==> config.mk <==
export PLATFORM = sky130hd
export DESIGN_NAME = mc_control_unit
export DESIGN_NICKNAME = d
export VERILOG_FILES = /design/src/rtl/mc_control_unit.sv
export SDC_FILE = /design/constraint.sdc
export NUM_CORES = 1
export LEC_CHECK = 0
export CAP_MARGIN = 20
export CORE_UTILIZATION = 35
export DETAILED_ROUTE_END_ITERATION = 10
export GPL_TIMING_DRIVEN = 1
export PLACE_DENSITY = 0.77
export SYNTH_ARGS = -nofsm -noshare
export SYNTH_HDL_FRONTEND = slang
export SYNTH_SLANG_ARGS = --single-unit
==> constraint.sdc <==
create_clock -name clk -period 4.3 [get_ports clk]
set_clock_uncertainty 0.05 [all_clocks]
set_input_delay 0.86 -clock clk [delete_from_list [all_inputs] [get_ports clk]]
set_output_delay 0.86 -clock clk [all_outputs]
set_load 0.01 [all_outputs]
==> src/rtl/mc_control_unit.sv <==
// Multicycle RV32I control unit: main FSM and ALU-control decode for the shared-memory datapath.
// Memory states can stall on mem_ready; unknown opcodes park the FSM in a sticky trap state.
module mc_control_unit #(
  parameter bit MEM_WAIT_EN = 1'b1,
  parameter bit JUMP_EN     = 1'b1
) (
  input  logic       clk,
  input  logic       reset,
  input  logic [6:0] opcode,
  input  logic [2:0] funct3,
  input  logic [6:0] funct7,
  input  logic       mem_ready,
  output logic       reg_write,
  output logic       mem_read,
  output logic       mem_write,
  output logic       ir_write,
  output logic       pc_write,
  output logic       pc_write_cond,
  output logic       branch_ne,
  output logic       iord,
  output logic [1:0] alu_src_a,
  output logic [1:0] alu_src_b,
  output logic [1:0] mem_to_reg,
  output logic [1:0] pc_source,
  output logic [3:0] alu_ctl,
  output logic       illegal,
  output logic [3:0] state_o
);

  typedef enum logic [3:0] {
    StFetch  = 4'd0,
    StDecode = 4'd1,
    StMemAdr = 4'd2,
    StMemRd  = 4'd3,
    StMemWb  = 4'd4,
    StMemWr  = 4'd5,
    StExecR  = 4'd6,
    StExecI  = 4'd7,
    StRwb    = 4'd8,
    StBr     = 4'd9,
    StJal    = 4'd10,
    StJalr   = 4'd11,
    StLui    = 4'd12,
    StTrap   = 4'd13
  } state_e;

  localparam logic [6:0] OpLoad   = 7'b0000011;
  localparam logic [6:0] OpStore  = 7'b0100011;
  localparam logic [6:0] OpR      = 7'b0110011;
  localparam logic [6:0] OpI      = 7'b0010011;
  localparam logic [6:0] OpBranch = 7'b1100011;
  localparam logic [6:0] OpJal    = 7'b1101111;
  localparam logic [6:0] OpJalr   = 7'b1100111;
  localparam logic [6:0] OpLui    = 7'b0110111;

  localparam logic [3:0] AluAnd = 4'b0000;
  localparam logic [3:0] AluOr  = 4'b0001;
  localparam logic [3:0] AluAdd = 4'b0010;
  localparam logic [3:0] AluXor = 4'b0011;
  localparam logic [3:0] AluSub = 4'b0110;
  localparam logic [3:0] AluSlt = 4'b0111;
  localparam logic [3:0] AluSll = 4'b1000;
  localparam logic [3:0] AluSrl = 4'b1001;
  localparam logic [3:0] AluSra = 4'b1010;

  state_e     state_q, state_d;
  logic       mem_go;
  logic       f7_alt;
  logic       r_f7_ok;
  logic [3:0] alu_func_r, alu_func_i;

  assign mem_go  = mem_ready | ~MEM_WAIT_EN;
  assign f7_alt  = (funct7 == 7'b0100000);
  // R-type only accepts funct7 of 0, or 0100000 for SUB/SRA; anything else falls back to ADD.
  assign r_f7_ok = (funct7 == 7'b0000000) || (f7_alt && (funct3 == 3'b000 || funct3 == 3'b101));

  always_comb begin
    alu_func_i = AluAdd;
    case (funct3)
      3'b000:  alu_func_i = AluAdd;
      3'b111:  alu_func_i = AluAnd;
      3'b110:  alu_func_i = AluOr;
      3'b100:  alu_func_i = AluXor;
      3'b010:  alu_func_i = AluSlt;
      3'b001:  alu_func_i = AluSll;
      3'b101:  alu_func_i = funct7[5] ? AluSra : AluSrl;
      default: alu_func_i = AluAdd;
    endcase
    alu_func_r = alu_func_i;
    if (!r_f7_ok) begin
      alu_func_r = AluAdd;
    end else if (funct3 == 3'b000 && f7_alt) begin
      alu_func_r = AluSub;
    end
  end

  always_ff @(posedge clk) begin
    state_q <= state_d;
  end

  always_comb begin
    state_d       = state_q;
    reg_write     = 1'b0;
    mem_read      = 1'b0;
    mem_write     = 1'b0;
    ir_write      = 1'b0;
    pc_write      = 1'b0;
    pc_write_cond = 1'b0;
    branch_ne     = 1'b0;
    iord          = 1'b0;
    alu_src_a     = 2'b00;
    alu_src_b     = 2'b00;
    mem_to_reg    = 2'b00;
    pc_source     = 2'b00;
    alu_ctl       = AluAdd;
    illegal       = 1'b0;

    case (state_q)
      StFetch: begin
        mem_read  = 1'b1;
        alu_src_b = 2'b01;
        ir_write  = mem_go;
        pc_write  = mem_go;
        if (mem_go) state_d = StDecode;
      end
      StDecode: begin
        alu_src_b = 2'b10;
        case (opcode)
          OpLoad, OpStore: state_d = StMemAdr;
          OpR:             state_d = StExecR;
          OpI:             state_d = StExecI;
          OpBranch:        state_d = (funct3[2:1] == 2'b00) ? StBr : StTrap;
          OpJal:           state_d = JUMP_EN ? StJal : StTrap;
          OpJalr:          state_d = JUMP_EN ? StJalr : StTrap;
          OpLui:           state_d = JUMP_EN ? StLui : StTrap;
          default:         state_d = StTrap;
        endcase
      end
      StMemAdr: begin
        alu_src_a = 2'b01;
        alu_src_b = 2'b10;
        state_d   = (opcode == OpStore) ? StMemWr : StMemRd;
      end
      StMemRd: begin
        mem_read = 1'b1;
        iord     = 1'b1;
        if (mem_go) state_d = StMemWb;
      end
      StMemWb: begin
        reg_write  = 1'b1;
        mem_to_reg = 2'b01;
        state_d    = StFetch;
      end
      StMemWr: begin
        mem_write = 1'b1;
        iord      = 1'b1;
        if (mem_go) state_d = StFetch;
      end
      StExecR: begin
        alu_src_a = 2'b01;
        alu_ctl   = alu_func_r;
        state_d   = StRwb;
      end
      StExecI: begin
        alu_src_a = 2'b01;
        alu_src_b = 2'b10;
        alu_ctl   = alu_func_i;
        state_d   = StRwb;
      end
      StRwb: begin
        reg_write = 1'b1;
        state_d   = StFetch;
      end
      StBr: begin
        alu_src_a     = 2'b01;
        alu_ctl       = AluSub;
        pc_write_cond = 1'b1;
        pc_source     = 2'b01;
        branch_ne     = funct3[0];
        state_d       = StFetch;
      end
      StJal: begin
        pc_write   = 1'b1;
        pc_source  = 2'b01;
        reg_write  = 1'b1;
        mem_to_reg = 2'b10;
        state_d    = StFetch;
      end
      StJalr: begin
        alu_src_a  = 2'b01;
        alu_src_b  = 2'b10;
        pc_write   = 1'b1;
        reg_write  = 1'b1;
        mem_to_reg = 2'b10;
        state_d    = StFetch;
      end
      StLui: begin
        alu_src_a  = 2'b10;
        alu_src_b  = 2'b10;
        reg_write  = 1'b1;
        mem_to_reg = 2'b11;
        state_d    = StFetch;
      end
      StTrap: begin
        illegal = 1'b1;
      end
      default: state_d = StTrap;
    endcase

    // Reset wins over any state, including a pending memory wait.
    if (reset) begin
      state_d       = StFetch;
      reg_write     = 1'b0;
      mem_write     = 1'b0;
      ir_write      = 1'b0;
      pc_write      = 1'b0;
      pc_write_cond = 1'b0;
    end
  end

  assign state_o = state_q;

endmodule

== Word-level counts from Yosys, hierarchy flattened ==
Index checks and enable logic that the tools add are counted.

* Input bits: 20
* Latch bits: 0
* Memories kept: 0
* Bits in read-only memories: 0
* Bits in writable memories: 0
* Word-level logic and storage cells: 82
* Register bits after elaboration: 4

* Magnitude comparators: 0
* Equal/unequal tests: 31
* Multiply operators: 0
* $add $sub $neg: 0
* Bitwise logic cells: 1
* Reductions and logical operators: 19
* Div/mod/pow operators: 0
* Muxes and demuxes: 30
* Shift operators: 0

{| class="wikitable"
|+ Operators by type and width
! kind !! number
|-
| $pmux 4 s8 || 1
|-
| $eq 7x6->1 const B || 4
|-
| $pmux 4 s7 || 1
|-
| $eq 4x4->1 const B || 6
|-
| $pmux 4 s6 || 1
|-
| $eq 7x7->1 const B || 3
|-
| $mux 4 || 5
|-
| $eq 4x3->1 const B || 4
|-
| $reduce_or 5->1 || 3
|-
| $mux 1 || 14
|-
| $eq 3x3->1 const B || 4
|-
| $pmux 4 s3 || 1
|-
| $reduce_or 2->1 || 6
|-
| $eq 4x2->1 const B || 2
|-
| $pmux 2 s2 || 2
|-
| $eq 7x2->1 const B || 1
|-
| $eq 7x5->1 const B || 1
|-
| $logic_not 7->1 || 1
|-
| $mux 3 || 2
|-
| $ne 2x2->1 const B || 3
|-
| $pmux 2 s3 || 1
|-
| $reduce_or 6->1 || 1
|-
| $eq 4x1->1 const B || 1
|-
| $logic_not 4->1 || 1
|-
| 10 further kinds || 12
|}

== Depth between registers and ports, before layout ==
Gate-level depths: netlist of the first run.

* Depth after elaboration: 6
* Gate-level depth with buffers: 6

== Least setup slack after synthesis of the first run ==
Ideal clock, no wire load.

* Kind: in2out
* Start point: in funct3[2]
* End point: out alu_ctl[3]
* Path buffers: 0
* Path slack: 1.597 ns
* Stages: 5
* Arrival time: 1.793 ns
* Cells stage by stage: xor2_1 > o21ai_0 > a41oi_1 > nor3_1 > nor3b_1

* Word-level cells in the longest chain between the ends: 6
* Elaborated cells on any way between the ends: 15
* Classes of those cells: eq/ne: 6; mux: 4; reduce/logical: 5

{| class="wikitable"
|+ RTL lines
! element !! line !! source
|-
| start: declaration || 10 || <nowiki>input logic [2:0] funct3,</nowiki>
|-
| branches (longest 5 deep; another with $pmux 4 s6) || -- ||
|-
| $pmux 4 s3 (*) || 118 || <nowiki>case (state_q)</nowiki>
|-
| end: declaration || 25 || <nowiki>output logic [3:0] alu_ctl,</nowiki>
|}

Mark *: on every way between the ends.

== Worst setup path after layout of the first run ==
Ends and elaborated chain as after synthesis.

==> results.sh, run 1 <==
export IMPL_cp_required_ns=3.39
export IMPL_clockBufferDepth=2
export IMPL_post_dp_cell_area_mm2=0.00119
export IMPL_rows=16
export IMPL_die_area_mm2=0.00242
export IMPL_grt_total_usage=0.214
export IMPL_timing_fmax_ghz=0.262
export IMPL_r2r_start="state_o[1]"
export IMPL_areaGrowthSynthToFinish_pct=55.5
export IMPL_overflow=0
export IMPL_rrSetupSlack_ns=2.21
export IMPL_drt_pre_antenna_iters=4
export IMPL_syn_num_nets=150
export IMPL_hpwl_um=1890
export IMPL_p_leak_nw=0.427
export IMPL_synthTopCellsByCount="nor2_1 (21), nand2_1 (11), nor3_1 (11), o21ai_0 (11), a21oi_1 (9)"
export IMPL_synthFlopType="dfxtp_1"
export IMPL_initial_utilization=0.386
export IMPL_synth_top_area_share=0.103
export IMPL_critPathArrivalTime_ns=2.91
export IMPL_tns_ns=0
export IMPL_startpoint_type="input pin"
export IMPL_detail_route_wl_per_cell_um=12.8
export IMPL_timing_hold_ws_ns=0.805
export IMPL_vias_per_cell=5.64
export IMPL_dieHeight_um=49.2
export IMPL_vias=1083
export IMPL_cp_top_family="buffers and inverters"
export IMPL_crit_chain="clkdlybuf4s50_1 -> xor2_1 -> o21ai_0 -> a41oi_1 -> nor3_1 -> nor3b_1 -> clkdlybuf4s50_1"
export IMPL_ys_async_sr_fraction=0
export IMPL_rsz0062_at_grt="no"
export IMPL_powerDensity_mw_per_mm2=286
export IMPL_synth_top_cell_by_area="dfxtp_1"
export IMPL_cts_setup_buffers=0
export IMPL_ctsHtreeMaxLevel=1
export IMPL_grt_pass1_wl_um=4170
export IMPL_slowest_stage="clkdlybuf4s50_1"
export IMPL_coreArea_mm2=0.00202
export IMPL_grt_pass1_vias=980
export IMPL_cts_root_buf="clkbuf_4"
export IMPL_final_antenna_net_count=0
export IMPL_io_buffers=43
export IMPL_insertion_delay_ns=0.23
export IMPL_cts_made_buffers=3
export IMPL_path_buf_inv=2
export IMPL_drive_gt1_frac=0.0424
export IMPL_fillers=211
export IMPL_boundaryPins=45
export IMPL_avgSynthCellArea_um2=6.00
export IMPL_peakVddDrop_uv=215
export IMPL_syn_area_um2=779
export IMPL_hold_start="state_o[1]"
export IMPL_final_area_mm2=0.00121
export IMPL_drt_initial_drc_count=11
export IMPL_cts_hold_buf=0
export IMPL_cts_tree="done"
export IMPL_finalCritPeriodShare=0.889
export IMPL_tightest_slew_ns=0.779
export IMPL_largest_reg_flops=4
export IMPL_ys_seq_area_frac=0.103
export IMPL_antennaDiodeCount=0
export IMPL_drc=0
export IMPL_gp_congestion=0.832
export IMPL_maxCapViolCount=0
export IMPL_grt_antenna_before_repair=0
export IMPL_synthCells=130
export IMPL_cpPeakStageDelay_ns=0.56
export IMPL_worst_setup_path_end_kind="output port"
export IMPL_min_period_ns=3.82
export IMPL_relSlewSlack=0.480
export IMPL_critPathLaunch="funct3[2]"
export IMPL_ys_ff_latch=4
export IMPL_status="completed"
export IMPL_critPathKind="in2out"
export IMPL_grt_max_degree=25
export IMPL_hp_class="reg2reg"
export IMPL_drt_total_wl_um=2460
export IMPL_path_common_cell="clkdlybuf4s50_1"
export IMPL_clk_pin_slew_worst_paths_ns=0.03
export IMPL_cts_resized=0
export IMPL_drv_slew=0
export IMPL_synth_area_top_cells="dfxtp_1 (10%), nor2_1 (10%), nor3_1 (7.1%)"
export IMPL_die_w_um=49.2
export IMPL_critPathMaxFanout=4
export IMPL_synth_warnings=0
export IMPL_yosysMostFrequentCell="nor2_1"
export IMPL_finalNetCount=187
export IMPL_setup_viol=0
export IMPL_hold_viol=0
export IMPL_synth_cell_types=44
export IMPL_synth_edf_count=0
export IMPL_cts_sinks=4
-- routing by layer --
layer / up-vias / part of all wire / GRT usage / wire (µm)
met3: 0 / 0.058 / 0.0218 / 143
met5: - / 0 / 0 / 0
li1: 536 / - / - / -
met2: 50 / 0.49 / 0.379 / 1210
met4: 0 / 0 / 0.0735 / 0
met1: 497 / 0.45 / 0.265 / 1110
-- final timing paths --
path	endpoint	cells after the start
setup / recovery	alu_ctl[3]	7
hold / removal	state_o[1]	2
setup reg to reg	state_o[0]	5
hold reg to reg	state_o[1]	2
-- metrics by stage --
step	util	power, mW	instances	setup slack, ns
floorplan	-	0.200	130	1.60
global placement	0.588	0.298	189	0.607
detailed placement	0.588	0.300	189	0.497
CTS	0.600	0.349	192	0.482
global route	0.600	0.374	192	0.322
finish	0.600	0.346	192	0.478
-- logic make-up (layout without fill, tap and decap cells) --
group / count (synthesis) / in the layout / share of synthesized area
AOI/OAI and AO/OA: 37 / 37 / 0.318
buffers and inverters: 17 / 52 / 0.0979
other: 1 / 1 / 0.00481
DFF: 4 / 4 / 0.103
and+or+nand+nor: 68 / 68 / 0.433
xor gates and xnor gates: 3 / 3 / 0.0433
-- layout make-up --
cell class / count / area [µm²] / share of cell area
flip-flops and latches: 4 / 80.1 / 0.0660
well taps: 27 / 33.8 / 0.0279
repair buffers: 43 / 430 / 0.355
clock buffers: 3 / 22.5 / 0.0186
multi-input cells: 109 / 623 / 0.514
inverters: 6 / 22.5 / 0.0186
-- worst min-delay path, stage by stage, from the launching register on --
cell and delay, ns:
dfxtp_1 0.55, nand3_1 0.16, a31oi_1 0.08
-- cell usage in the layout (no fill, tap or decap), types with 2 or more instances in the layout --
cell             synthesis  final
nor2b_1                  3      3
nand3_1                  6      6
and3_1                   2      2
nand2b_1                 4      4
nor3_1                  11     11
nor2_1                  21     21
dfxtp_1                  4      4
a21oi_1                  9      9
inv_1                    5      5
a2111oi_0                2      2
o21ai_0                 11     11
or3_1                    2      2
clkdlybuf4s50_1          0     43
nand2_1                 11     11
a31oi_1                  3      3
clkbuf_4                 0      3
-- power breakdown --
group	total, mW	internal [mW]	leakage [nW]	switching (mW)
sequential	0.0809	0.0443	0.0329	0.0365
clock	0.0445	0.0311	0.0138	0.0135
combinational	0.221	0.117	0.380	0.104
total	0.346	0.192	0.427	0.154
(Power assumes the default switching activity.)
==> run 2: changes to the inputs <==
--- a/config.mk
+++ b/config.mk
@@ -5,11 +5,13 @@
 export SDC_FILE = /design/constraint.sdc
 export NUM_CORES = 1
 export LEC_CHECK = 0
+export ABC_AREA = 1
 export CAP_MARGIN = 20
 export CORE_UTILIZATION = 35
 export DETAILED_ROUTE_END_ITERATION = 10
 export GPL_TIMING_DRIVEN = 1
-export PLACE_DENSITY = 0.77
+export PLACE_DENSITY = 0.78
+export SKIP_LAST_GASP = 1
 export SYNTH_ARGS = -nofsm -noshare
 export SYNTH_HDL_FRONTEND = slang
 export SYNTH_SLANG_ARGS = --single-unit
==> run 2 against run 1 <==
Sequential share of layout area down 0.15 points. Register-to-register slack better by 0.73 ns. Global-route usage up 0.74 points. Combinational power up 52%. Wire length down 6.2%.
==> results.sh, run 2 <==
export IMPL_overflow=0
export IMPL_drt_pre_antenna_iters=4
export IMPL_slowest_stage="clkdlybuf4s50_1"
export IMPL_fillers=196
export IMPL_finalCritPeriodShare=0.845
export IMPL_clockBufferDepth=2
export IMPL_critPathArrivalTime_ns=2.72
export IMPL_drive_gt1_frac=0.0735
export IMPL_synth_top_cell_by_area="nand2_1"
export IMPL_synthTopCellsByCount="nand2_1 (42), inv_1 (32), nor2_1 (30), nand3_1 (12), nor3_1 (8)"
export IMPL_crit_chain="clkdlybuf4s50_1 -> inv_1 -> nor2_1 -> nand2_1 -> a21oi_1 -> or2b_2 -> nand3_1 -> nand2_1 -> clkdlybuf4s50_1"
export IMPL_ys_async_sr_fraction=0
export IMPL_cts_root_buf="clkbuf_4"
export IMPL_rows=16
export IMPL_hp_class="reg2reg"
export IMPL_synth_warnings=0
export IMPL_hpwl_um=1980
export IMPL_finalNetCount=226
export IMPL_die_w_um=48.6
export IMPL_areaGrowthSynthToFinish_pct=63.0
export IMPL_cts_resized=0
export IMPL_grt_pass1_vias=1081
export IMPL_boundaryPins=45
export IMPL_ys_ff_latch=4
export IMPL_cts_setup_buffers=0
export IMPL_insertion_delay_ns=0.23
export IMPL_cts_tree="done"
export IMPL_synth_area_top_cells="nand2_1 (21%), inv_1 (16%), nor2_1 (15%)"
export IMPL_grt_max_degree=8
export IMPL_grt_antenna_before_repair=0
export IMPL_syn_area_um2=761
export IMPL_worst_setup_path_end_kind="output port"
export IMPL_drt_total_wl_um=2310
export IMPL_timing_fmax_ghz=0.275
export IMPL_cts_sinks=4
export IMPL_detail_route_wl_per_cell_um=9.99
export IMPL_vias_per_cell=4.71
export IMPL_peakVddDrop_uv=288
export IMPL_drt_initial_drc_count=24
export IMPL_status="completed"
export IMPL_cp_required_ns=3.39
export IMPL_io_buffers=43
export IMPL_cts_hold_buf=0
export IMPL_ys_seq_area_frac=0.105
export IMPL_ctsHtreeMaxLevel=1
export IMPL_cp_top_family="buffers and inverters"
export IMPL_avgSynthCellArea_um2=4.78
export IMPL_multi_input_area_um2=546
export IMPL_synth_cell_types=18
export IMPL_synth_edf_count=0
export IMPL_clk_pin_slew_worst_paths_ns=0.04
export IMPL_path_buf_inv=3
export IMPL_dieHeight_um=48.6
export IMPL_final_antenna_net_count=0
export IMPL_yosysMostFrequentCell="nand2_1"
export IMPL_final_cell_mix="clkdlybuf4s50_1 (43), nand2_1 (42), inv_1 (32)"
export IMPL_cts_made_buffers=3
export IMPL_largest_reg_flops=4
export IMPL_syn_num_nets=179
export IMPL_hold_viol=0
export IMPL_final_common_cell="clkdlybuf4s50_1"
export IMPL_grt_pass1_wl_um=4260
export IMPL_critPathMaxFanout=4
export IMPL_coreArea_mm2=0.00200
export IMPL_p_leak_nw=0.620
export IMPL_vias=1089
export IMPL_gp_congestion=0.886
export IMPL_tns_ns=0
export IMPL_startpoint_type="input pin"
export IMPL_antennaDiodeCount=0
export IMPL_synth_top_area_share=0.207
export IMPL_grt_total_usage=0.222
export IMPL_initial_utilization=0.380
export IMPL_p_total_mw=0.452
export IMPL_synthCells=159
export IMPL_rsz0062_at_grt="no"
export IMPL_cpPeakStageDelay_ns=0.53
export IMPL_drv_slew=0
export IMPL_die_area_mm2=0.00236
export IMPL_maxCapViolCount=0
export IMPL_critPathKind="in2out"
export IMPL_min_period_ns=3.63
export IMPL_register_area_um2=80.1
export IMPL_synthFlopType="dfxtp_1"
export IMPL_drc=0
export IMPL_powerDensity_mw_per_mm2=365
export IMPL_setup_viol=0
-- run 2: cell types whose count changed after synthesis, moves of 3 or more --
cell	before	now
nand3_1	6	12
a31oi_1	3	0
inv_1	5	32
nand2b_1	4	0
nor2_1	21	30
buf_2	3	0
nor2b_1	3	0
nor3_1	11	8
nand2_2	0	3
nor2_2	0	4
nand2_1	11	42
nand4_1	0	4
clkbuf_1	4	0
o21ai_0	11	4
-- run 2: path summary, 6_finish.rpt --
| path | slack [ns] | cells past startpoint | end | startpoint |
|---|---|---|---|---|
| worst min-delay path | 0.67 | 4 | state_o[2] | state_o[2] |
| worst max-delay path | 0.67 | 9 | alu_ctl[0] | funct3[0] |
| worst min register to register | 0.67 | 4 | state_o[2] | state_o[2] |
| worst max register to register | 2.94 | 8 | state_o[3] | state_o[0] |
-- run 2: where the power goes --
part           total, mW  internal [mW]  switching [mW]
logic              0.336          0.159           0.177
registers         0.0711         0.0496          0.0215
clock network     0.0452         0.0311          0.0141
total              0.452          0.240           0.212
-- run 2: layout make-up --
class	count	area share
clock buffer	3	0.0182
tap	27	0.0272
sequential	4	0.0646
timing repair buffer	43	0.347
multi-input combinational	120	0.440
inverter	34	0.103
-- run 2: routing by layer --
metal,vias to the layer above,track usage,wire length [µm]
li1,587,-,-
met1,455,0.253,1050
met2,45,0.394,1110
met3,2,0.0472,145
met4,0,0.0931,4
met5,-,0,0
-- run 2: worst min-delay path: stages (launching register included) --
cell,delay (ns)
dfxtp_1,0.35
inv_1,0.15
nand2_1,0.07
nand2_1,0.06
a21oi_1,0.04
-- run 2: metrics by stage --
step	hold WS (ns)	instances	setup slack [ns]	area [µm²]	util
floorplan	0.609	159	1.83	761	-
global placement	0.631	228	0.734	1220	0.608
detailed placement	0.652	228	0.682	1220	0.608
CTS	0.657	231	0.677	1240	0.619
global route	0.720	231	0.485	1240	0.619
finish	0.668	231	0.666	1240	0.619
-- run 2: kinds of logic (layout without fill, tap and decap cells) --
family,count (synthesis),count (layout),synth area share
compound gates,13,13,0.0921
buf+inv,35,80,0.178
flops,4,4,0.105
other cells,1,1,0.00493
simple gates,106,106,0.620
